**src/rtl/nx_stream_distributor_if.sv**
```systemverilog
// nx_stream_distributor_if: inbound stream plus four outbound streams; slave = distributor side, master = upstream/consumer side
interface nx_stream_distributor_if #(
  parameter int STREAM_WIDTH = 32
);
  logic [STREAM_WIDTH-1:0] inbound_data_i;
  logic [1:0]              inbound_dir_i;
  logic                    inbound_valid_i;
  logic                    inbound_ready_o;
  logic [STREAM_WIDTH-1:0] dist_north_data_o;
  logic                    dist_north_valid_o;
  logic                    dist_north_ready_i;
  logic [STREAM_WIDTH-1:0] dist_east_data_o;
  logic                    dist_east_valid_o;
  logic                    dist_east_ready_i;
  logic [STREAM_WIDTH-1:0] dist_south_data_o;
  logic                    dist_south_valid_o;
  logic                    dist_south_ready_i;
  logic [STREAM_WIDTH-1:0] dist_west_data_o;
  logic                    dist_west_valid_o;
  logic                    dist_west_ready_i;
  modport slave (
    input  inbound_data_i, inbound_dir_i, inbound_valid_i,
    output inbound_ready_o,
    output dist_north_data_o, dist_north_valid_o,
    input  dist_north_ready_i,
    output dist_east_data_o, dist_east_valid_o,
    input  dist_east_ready_i,
    output dist_south_data_o, dist_south_valid_o,
    input  dist_south_ready_i,
    output dist_west_data_o, dist_west_valid_o,
    input  dist_west_ready_i
  );
  modport master (
    output inbound_data_i, inbound_dir_i, inbound_valid_i,
    input  inbound_ready_o,
    input  dist_north_data_o, dist_north_valid_o,
    output dist_north_ready_i,
    input  dist_east_data_o, dist_east_valid_o,
    output dist_east_ready_i,
    input  dist_south_data_o, dist_south_valid_o,
    output dist_south_ready_i,
    input  dist_west_data_o, dist_west_valid_o,
    output dist_west_ready_i
  );
endinterface

```
**src/rtl/nx_stream_distributor.sv**
```systemverilog
// nx_stream_distributor: routes inbound messages by 2-bit dir into four per-direction FIFOs (ports: clk_i, rst_i, bus slave, idle_o)
module nx_stream_distributor #(
  parameter int STREAM_WIDTH = 32,
  parameter int FIFO_DEPTH   = 2
) (
  input  logic                   clk_i,
  input  logic                   rst_i,
  nx_stream_distributor_if.slave bus,
  output logic                   idle_o
);
  localparam int AW = $clog2(FIFO_DEPTH);
  localparam int CW = AW + 1;
  logic [STREAM_WIDTH-1:0] r_mem [4][FIFO_DEPTH];
  logic [AW-1:0]           r_wr_ptr [4];
  logic [AW-1:0]           r_rd_ptr [4];
  logic [CW-1:0]           r_cnt [4];
  logic [3:0]              w_rdy_out;
  logic [3:0]              w_vld_out;
  logic [3:0]              w_full;
  logic [3:0]              w_pop;
  logic [3:0]              w_push;
  logic                    w_push_any;
  assign w_rdy_out = {bus.dist_west_ready_i, bus.dist_south_ready_i, bus.dist_east_ready_i, bus.dist_north_ready_i};
  // Ready depends only on the addressed FIFO's registered fullness, so a same-cycle pop never frees space.
  assign bus.inbound_ready_o = !w_full[bus.inbound_dir_i];
  assign w_push_any = bus.inbound_valid_i && bus.inbound_ready_o;
  assign idle_o = (w_vld_out == 4'd0) && !bus.inbound_valid_i;
  assign bus.dist_north_data_o  = r_mem[0][r_rd_ptr[0]];
  assign bus.dist_east_data_o   = r_mem[1][r_rd_ptr[1]];
  assign bus.dist_south_data_o  = r_mem[2][r_rd_ptr[2]];
  assign bus.dist_west_data_o   = r_mem[3][r_rd_ptr[3]];
  assign bus.dist_north_valid_o = w_vld_out[0];
  assign bus.dist_east_valid_o  = w_vld_out[1];
  assign bus.dist_south_valid_o = w_vld_out[2];
  assign bus.dist_west_valid_o  = w_vld_out[3];
  for (genvar d = 0; d < 4; d++) begin : g_dir
    assign w_full[d]    = r_cnt[d] == CW'(FIFO_DEPTH);
    assign w_vld_out[d] = r_cnt[d] != '0;
    assign w_pop[d]     = w_vld_out[d] && w_rdy_out[d];
    assign w_push[d]    = w_push_any && (bus.inbound_dir_i == 2'(d));
    a_no_push_full: assert property (@(posedge clk_i) disable iff (rst_i) !(w_push[d] && w_full[d]));
    a_no_pop_empty: assert property (@(posedge clk_i) disable iff (rst_i) !(w_pop[d] && !w_vld_out[d]));
  end
  always_ff @(posedge clk_i) begin
    for (int d = 0; d < 4; d++) begin
      if (rst_i) begin
        r_wr_ptr[d] <= '0;
        r_rd_ptr[d] <= '0;
        r_cnt[d]    <= '0;
        for (int k = 0; k < FIFO_DEPTH; k++) r_mem[d][k] <= '0;
      end else begin
        if (w_push[d]) begin
          r_mem[d][r_wr_ptr[d]] <= bus.inbound_data_i;
          r_wr_ptr[d]           <= r_wr_ptr[d] + 1'b1;
        end
        if (w_pop[d]) r_rd_ptr[d] <= r_rd_ptr[d] + 1'b1;
        r_cnt[d] <= r_cnt[d] + CW'(w_push[d]) - CW'(w_pop[d]);
      end
    end
  end
endmodule

```
**src/flat_wrapper.sv**
```systemverilog
// flat-port wrapper written by rule: the top's interface ports become plain ports
module nx_stream_distributor_flat 
#(
  parameter int STREAM_WIDTH = 32,
  parameter int FIFO_DEPTH   = 2
)
  (clk_i, rst_i, idle_o, bus_inbound_data_i, bus_inbound_dir_i, bus_inbound_valid_i, bus_inbound_ready_o, bus_dist_north_data_o, bus_dist_north_valid_o, bus_dist_north_ready_i, bus_dist_east_data_o, bus_dist_east_valid_o, bus_dist_east_ready_i, bus_dist_south_data_o, bus_dist_south_valid_o, bus_dist_south_ready_i, bus_dist_west_data_o, bus_dist_west_valid_o, bus_dist_west_ready_i);
  nx_stream_distributor_if #(.STREAM_WIDTH(STREAM_WIDTH)) bus_i ();
  input  logic clk_i;
  input  logic rst_i;
  output logic idle_o;
  input wire logic [$bits(bus_i.inbound_data_i)-1:0] bus_inbound_data_i;
  input wire logic [$bits(bus_i.inbound_dir_i)-1:0] bus_inbound_dir_i;
  input wire logic [$bits(bus_i.inbound_valid_i)-1:0] bus_inbound_valid_i;
  output wire logic [$bits(bus_i.inbound_ready_o)-1:0] bus_inbound_ready_o;
  output wire logic [$bits(bus_i.dist_north_data_o)-1:0] bus_dist_north_data_o;
  output wire logic [$bits(bus_i.dist_north_valid_o)-1:0] bus_dist_north_valid_o;
  input wire logic [$bits(bus_i.dist_north_ready_i)-1:0] bus_dist_north_ready_i;
  output wire logic [$bits(bus_i.dist_east_data_o)-1:0] bus_dist_east_data_o;
  output wire logic [$bits(bus_i.dist_east_valid_o)-1:0] bus_dist_east_valid_o;
  input wire logic [$bits(bus_i.dist_east_ready_i)-1:0] bus_dist_east_ready_i;
  output wire logic [$bits(bus_i.dist_south_data_o)-1:0] bus_dist_south_data_o;
  output wire logic [$bits(bus_i.dist_south_valid_o)-1:0] bus_dist_south_valid_o;
  input wire logic [$bits(bus_i.dist_south_ready_i)-1:0] bus_dist_south_ready_i;
  output wire logic [$bits(bus_i.dist_west_data_o)-1:0] bus_dist_west_data_o;
  output wire logic [$bits(bus_i.dist_west_valid_o)-1:0] bus_dist_west_valid_o;
  input wire logic [$bits(bus_i.dist_west_ready_i)-1:0] bus_dist_west_ready_i;
  assign bus_i.inbound_data_i = bus_inbound_data_i;
  assign bus_i.inbound_dir_i = bus_inbound_dir_i;
  assign bus_i.inbound_valid_i = bus_inbound_valid_i;
  assign bus_inbound_ready_o = bus_i.inbound_ready_o;
  assign bus_dist_north_data_o = bus_i.dist_north_data_o;
  assign bus_dist_north_valid_o = bus_i.dist_north_valid_o;
  assign bus_i.dist_north_ready_i = bus_dist_north_ready_i;
  assign bus_dist_east_data_o = bus_i.dist_east_data_o;
  assign bus_dist_east_valid_o = bus_i.dist_east_valid_o;
  assign bus_i.dist_east_ready_i = bus_dist_east_ready_i;
  assign bus_dist_south_data_o = bus_i.dist_south_data_o;
  assign bus_dist_south_valid_o = bus_i.dist_south_valid_o;
  assign bus_i.dist_south_ready_i = bus_dist_south_ready_i;
  assign bus_dist_west_data_o = bus_i.dist_west_data_o;
  assign bus_dist_west_valid_o = bus_i.dist_west_valid_o;
  assign bus_i.dist_west_ready_i = bus_dist_west_ready_i;
  nx_stream_distributor #(.STREAM_WIDTH(STREAM_WIDTH), .FIFO_DEPTH(FIFO_DEPTH)) u_core (.clk_i(clk_i), .rst_i(rst_i), .bus(bus_i), .idle_o(idle_o));
endmodule
```
**config.mk**
```make
export PLATFORM = sky130hd
export DESIGN_NAME = nx_stream_distributor_flat
export DESIGN_NICKNAME = d
export VERILOG_FILES = /design/src/rtl/nx_stream_distributor_if.sv /design/src/rtl/nx_stream_distributor.sv /design/src/flat_wrapper.sv
export SDC_FILE = /design/constraint.sdc
export NUM_CORES = 1
export LEC_CHECK = 0
export CORE_ASPECT_RATIO = 1.75
export CORE_MARGIN = 4
export CORE_UTILIZATION = 61
export CTS_CLUSTER_DIAMETER = 150
export CTS_CLUSTER_SIZE = 40
export DETAILED_ROUTE_END_ITERATION = 6
export PLACE_DENSITY = 0.87
export SLEW_MARGIN = 20
export SYNTH_ARGS = -nofsm -noshare
export SYNTH_HDL_FRONTEND = slang
export SYNTH_SLANG_ARGS = --single-unit
```
**constraint.sdc**
```tcl
create_clock -name clk_i -period 12.3 [get_ports clk_i]
set_input_delay 2.46 -clock clk_i [delete_from_list [all_inputs] [get_ports clk_i]]
set_output_delay 2.46 -clock clk_i [all_outputs]
set_load 0.03 [all_outputs]
```
# After elaboration in Yosys (flattened, before gate mapping)
# Memory sizes are Yosys's and may differ from the RTL's.
# Cells that the tools add are included.
# classes
reduce_logical	22
addsub	16
order_cmp	13
n_mux	321
bitwise	276
eq_ne	7
# ops
cell	count
$mux 32	16
$mux 1	292
$or 1x1->1	268
$mux 64	4
$demux 32 s1	4
$ge 2x2->1 const B	8
$not 1->2	8
$logic_and 1x1->1	14
$eq 2x2->1 const B	6
$add 1x1->1 const B	8
$add 2x1->2	4
$lt 2x1->1 const B	4
$mux 2	4
$reduce_bool 2->1	4
$sub 2x1->2	4
$logic_not 4->1	1
$lt 2x3->1 const B	1
$bmux 1 s2	1
$eq 2x1->1 const B	1
$logic_not 1->1	2
$logic_not 2->1	1
# word_totals
out_inout_bits	134
n_memories	4
regBits	0
ramBits	272
in_bits	41
wordCells	659
# memory_table
memory	depth	word_bits	rd	rd_clocked_by_memory_dff	write_ports	line	rtl
u_core.r_mem	4	64	4	0	4	nx_stream_distributor.sv:13	logic [STREAM_WIDTH-1:0] r_mem [4][FIFO_DEPTH];
u_core.r_cnt	4	2	4	0	4	nx_stream_distributor.sv:16	logic [CW-1:0] r_cnt [4];
u_core.r_rd_ptr	4	1	4	0	4	nx_stream_distributor.sv:15	logic [AW-1:0] r_rd_ptr [4];
u_core.r_wr_ptr	4	1	4	0	4	nx_stream_distributor.sv:14	logic [AW-1:0] r_wr_ptr [4];

# Logic depth before layout (Yosys ltp)
# An unclocked memory read counts as a cell.
# depth
ltp_word	11
ltp_mapped	8
ltp_nobuf	7

# Worst setup path before layout
# No wires, ideal clock.
# synth_path
path_type	input-to-reg
startpoint	input bus_inbound_dir_i[1]
endpoint	memory u_core.r_mem[0][0] (netlist bit) (enable)
cell_stages	3
required_time_ns	11.789
arrival_time_ns	6.170
path_slack_ns	5.619
cell_sequence	buf_4 buf_4 o41ai_1
# synth_lines
element	line	rtl
start, declared	flat_wrapper.sv:13	input wire logic [$bits(bus_i.inbound_dir_i)-1:0] bus_inbound_dir_i;
end, declared	nx_stream_distributor.sv:13	

# Final worst setup path
# layout_path
startpoint	input bus_inbound_dir_i[1]
endpoint	output bus_inbound_ready_o
# layout_between
elab_chain_cells	3
# layout_rtl
element	line	rtl
$bmux 1 s2	nx_stream_distributor.sv:25	assign bus.inbound_ready_o = !w_full[bus.inbound_dir_i];
$mux 1 (not written as such)	nx_stream_distributor.sv:25	
$logic_not 1->1	nx_stream_distributor.sv:25	
end, declared	flat_wrapper.sv:15	output wire logic [$bits(bus_i.inbound_ready_o)-1:0] bus_inbound_ready_o;
# No other way between the ends. The select of a mux whose other input is x is not followed.

==> metrics.log <==
[metrics] Synth async-reset ratio: 0%
[metrics] final hold violations: 0
[metrics] total of cells resized after clock tree synthesis: 0
[metrics] total number of nets in the final design: around 1,100
[metrics] Bufs on Longest Clock Path: 3
[metrics] post-detailed-placement half-perimeter wirelength: about 24,000 um
[metrics] kind of end point of the critical path: primary output
[metrics] root buffer cell: sky130_fd_sc_hd__clkbuf_16
[metrics] clock transition at the registers of the reported paths: ~0.14 ns
[metrics] shortest period the worst path allows: 6.76 ns
[metrics] antenna violations before repair: 0
[metrics] Worst-Margin Slew: ~1.1 ns
[metrics] fin area: ~16,000 sq um
[metrics] post-synthesis sequential area ratio: between 50% and 60%
[metrics] number of warnings printed during yosys synthesis: 0
[metrics] Mapped Nets: just over 1,000
[metrics] drc violations: 0
[metrics] static power due to leakage: a little over 5 nW
[metrics] cell taking the most area after synthesis: sky130_fd_sc_hd__edfxtp_1
[metrics] Final period util: between 50% and 60%
[metrics] Setup Buffers After CTS: 0
[metrics] Top Ports: ~180
[metrics] number of buffers added to fix hold violations after cts: 0
[metrics] Finish-stage setup viols: 0
[metrics] required time at the endpoint of the critical path: slightly below 10 ns
[metrics] Seq cells post-synth: 272
[metrics] result of the run: complete, no violations
[metrics] 1st-pass router iterations: 6
[metrics] diode insertion count for antenna repair: 0
[metrics] CTS tree: built
[metrics] clock latency on the worst-skew pair: just over 0.5 ns
[metrics] cell count after synthesis: slightly below 1,000
[metrics] row count: 73
[metrics] H-tree lvl count: 1
[metrics] FMAX: around 150 MHz
[metrics] TritonCTS sink count: roughly 270
[metrics] RSZ-0062 raised after global routing: false
[metrics] Cells on Worst Hold Path: 1
[metrics] cell area after synthesis: about 14,000 sq um
[metrics] type of the setup path with the least slack: primary input to primary output
[metrics] Detailed Route WL: ~37,000 um
[metrics] Core Region: approximately 23,000 sq um
[metrics] aggregate global routing overflow: 0
[metrics] average cell area after synthesis: roughly 14 sq um
[metrics] maxcap violations: 0
[metrics] Die Y: 208 um
[metrics] CP Data Arrival Time: 4.30 ns
[metrics] final setup skew: roughly 0.022 ns
[metrics] pwr dens: around 150 nW/um^2
[metrics] post-synth top area share: around 57%
[metrics] primary flip-flop cell chosen by synthesis mapping: sky130_fd_sc_hd__edfxtp_1
[metrics] post-synth cell types: 28
[metrics] top post-synthesis cells by count: sky130_fd_sc_hd__edfxtp_1, sky130_fd_sc_hd__nor4_2, sky130_fd_sc_hd__mux2_2, sky130_fd_sc_hd__nor4_1, sky130_fd_sc_hd__nand2_1
[metrics] chip width: 122 um
[metrics] Min-Delay Path Class: flop to flop
[metrics] largest net degree at the start of global routing: 91
[metrics] top-count cell post-synth: sky130_fd_sc_hd__edfxtp_1
[metrics] first-pass GRT wire length: 53,800 um
[metrics] Placer Congestion: roughly 0.90
[metrics] overall die area: around 25,000 sq um
[metrics] starting utilization of the core area: 61.6%
[metrics] maximum fanout count along the critical path: 17
[metrics] via count of the first global-routing pass: around 9,000
[metrics] total number of vias: between 9,000 and 10,000
[metrics] worst max-slew margin expressed relative to the limit: a little over a quarter
[metrics] drt initial violations: about 1,400
[metrics] cell types occupying the most area after synthesis: sky130_fd_sc_hd__edfxtp_1, sky130_fd_sc_hd__nor4_2, sky130_fd_sc_hd__mux2_2
[metrics] cell area after placement: 15,700 sq um
[metrics] number of vias per cell after detailed routing: between 6 and 7
[metrics] post-synthesis to final-layout area growth: 14.9%
[metrics] layout cell share with drive strength beyond 1: 34.7%
[metrics] number of max-slew violations in the final report: 0
[metrics] per-cell routed wire length: roughly 27 um
[metrics] Worst R2R Path Depth: 4
[metrics] number of I/O port buffers: between 150 and 200
[metrics] DRT antenna net count: 0
[metrics] Worst setup SP type: primary input
[metrics] IR Drop Worst-Case VDD: approximately 0.11 mV
[metrics] Setup TNS Final: 0 ns
[metrics] count of flip-flops with a built-in enable after synthesis: around 260
[metrics] Overall Global Routing Usage: between 20 and 30%
[metrics] CTS Buf Count: 10
registers in the layout, indices dropped and copies added (netlist names):
signal           flops
u_core.r_mem       256
u_core.r_cnt         8
u_core.r_rd_ptr      4
u_core.r_wr_ptr      4
per-layer routing:
metal / up-vias / wire length, um / global-route usage [%]
met5: - / 0 / 0
met4: 0 / 2970 / 19.3
met3: 126 / 2710 / 3.05
met2: 469 / 18600 / 46.1
met1: 4618 / 13000 / 36.1
li1: 3904 / - / -
final cells by class:
type                    count  area [sq um]
flip-flops and latches    272          8090
fillers                  1553          6620
multi-input cells         524          5130
repair buffers            200          1960
well taps                 300           375
clock buffers              13           283
inverters                  48           180
clock inverters             1          8.76
final timing paths:
| path | endpoint | from | slack [ns] |
|---|---|---|---|
| worst max-delay path | bus_inbound_ready_o | bus_inbound_dir_i[1] | 5.54 |
| worst min-delay path | u_core.r_rd_ptr[0] | u_core.r_rd_ptr[0] | 0.58 |
| worst max register to register | u_core.r_mem[3][10] | u_core.r_cnt[1][3] | 9.87 |
| worst min register to register | u_core.r_rd_ptr[0] | u_core.r_rd_ptr[0] | 0.58 |
stage by stage:
stage / hold slack, ns / std cells / setup slack (ns) / util, % / power (W)
2_1_floorplan: 0.643 / 964 / 5.62 / - / 0.00167
3_3_place_gp: 0.559 / 1343 / 5.55 / 69.3 / 0.00191
3_5_place_dp: 0.568 / 1343 / 5.53 / 69.3 / 0.00192
4_1_cts: 0.588 / 1357 / 5.54 / 70.6 / 0.00234
5_1_grt: 0.605 / 1358 / 5.46 / 70.8 / 0.00241
6_report: 0.581 / 1358 / 5.54 / 70.8 / 0.00234
placed cells by master, fill, tap and decap left out, types with 2 or more instances in the layout:
| cell type | count |
|---|---|
| sky130_fd_sc_hd__buf_4 | 23 |
| sky130_fd_sc_hd__buf_6 | 2 |
| sky130_fd_sc_hd__clkbuf_1 | 2 |
| sky130_fd_sc_hd__clkbuf_16 | 11 |
| sky130_fd_sc_hd__clkdlybuf4s50_1 | 174 |
| sky130_fd_sc_hd__dfxtp_1 | 8 |
| sky130_fd_sc_hd__edfxtp_1 | 264 |
| sky130_fd_sc_hd__ha_1 | 8 |
| sky130_fd_sc_hd__inv_1 | 48 |
| sky130_fd_sc_hd__mux2_2 | 128 |
| sky130_fd_sc_hd__nand2_1 | 68 |
| sky130_fd_sc_hd__nand2b_1 | 4 |
| sky130_fd_sc_hd__nand3b_1 | 2 |
| sky130_fd_sc_hd__nor2_1 | 4 |
| sky130_fd_sc_hd__nor2b_1 | 4 |
| sky130_fd_sc_hd__nor2b_4 | 4 |
| sky130_fd_sc_hd__nor3_1 | 8 |
| sky130_fd_sc_hd__nor3_2 | 4 |
| sky130_fd_sc_hd__nor4_1 | 81 |
| sky130_fd_sc_hd__nor4_2 | 176 |
| sky130_fd_sc_hd__o21ai_0 | 4 |
| sky130_fd_sc_hd__o31ai_1 | 4 |
| sky130_fd_sc_hd__o31ai_4 | 4 |
| sky130_fd_sc_hd__o41ai_2 | 4 |
| sky130_fd_sc_hd__or2_2 | 4 |
| sky130_fd_sc_hd__or3_1 | 3 |
| sky130_fd_sc_hd__xnor3_1 | 4 |
worst max-delay path: stages:
cell	delay (ns)
sky130_fd_sc_hd__clkdlybuf4s50_1	0.45
sky130_fd_sc_hd__buf_4	0.25
sky130_fd_sc_hd__mux4_2	0.52
sky130_fd_sc_hd__clkdlybuf4s50_1	0.61
where the power goes:
group	switching [W]	internal (W)
Combinational	0.000517	0.000282
Clock	0.000265	0.000167
Sequential	0.0000335	0.00108
logic make-up after synthesis:
logic type               synth area share [%]
adder cells (fa/ha/maj)                 0.718
buffers and inverters                    6.18
AO/OA/AOI/OAI                           0.825
XOR/XNOR                                0.646
multiplexers                             10.5
flip-flops                               58.0
AND/OR/NAND/NOR                          23.1
No activity file was read; power rests on OpenSTA's default activity.
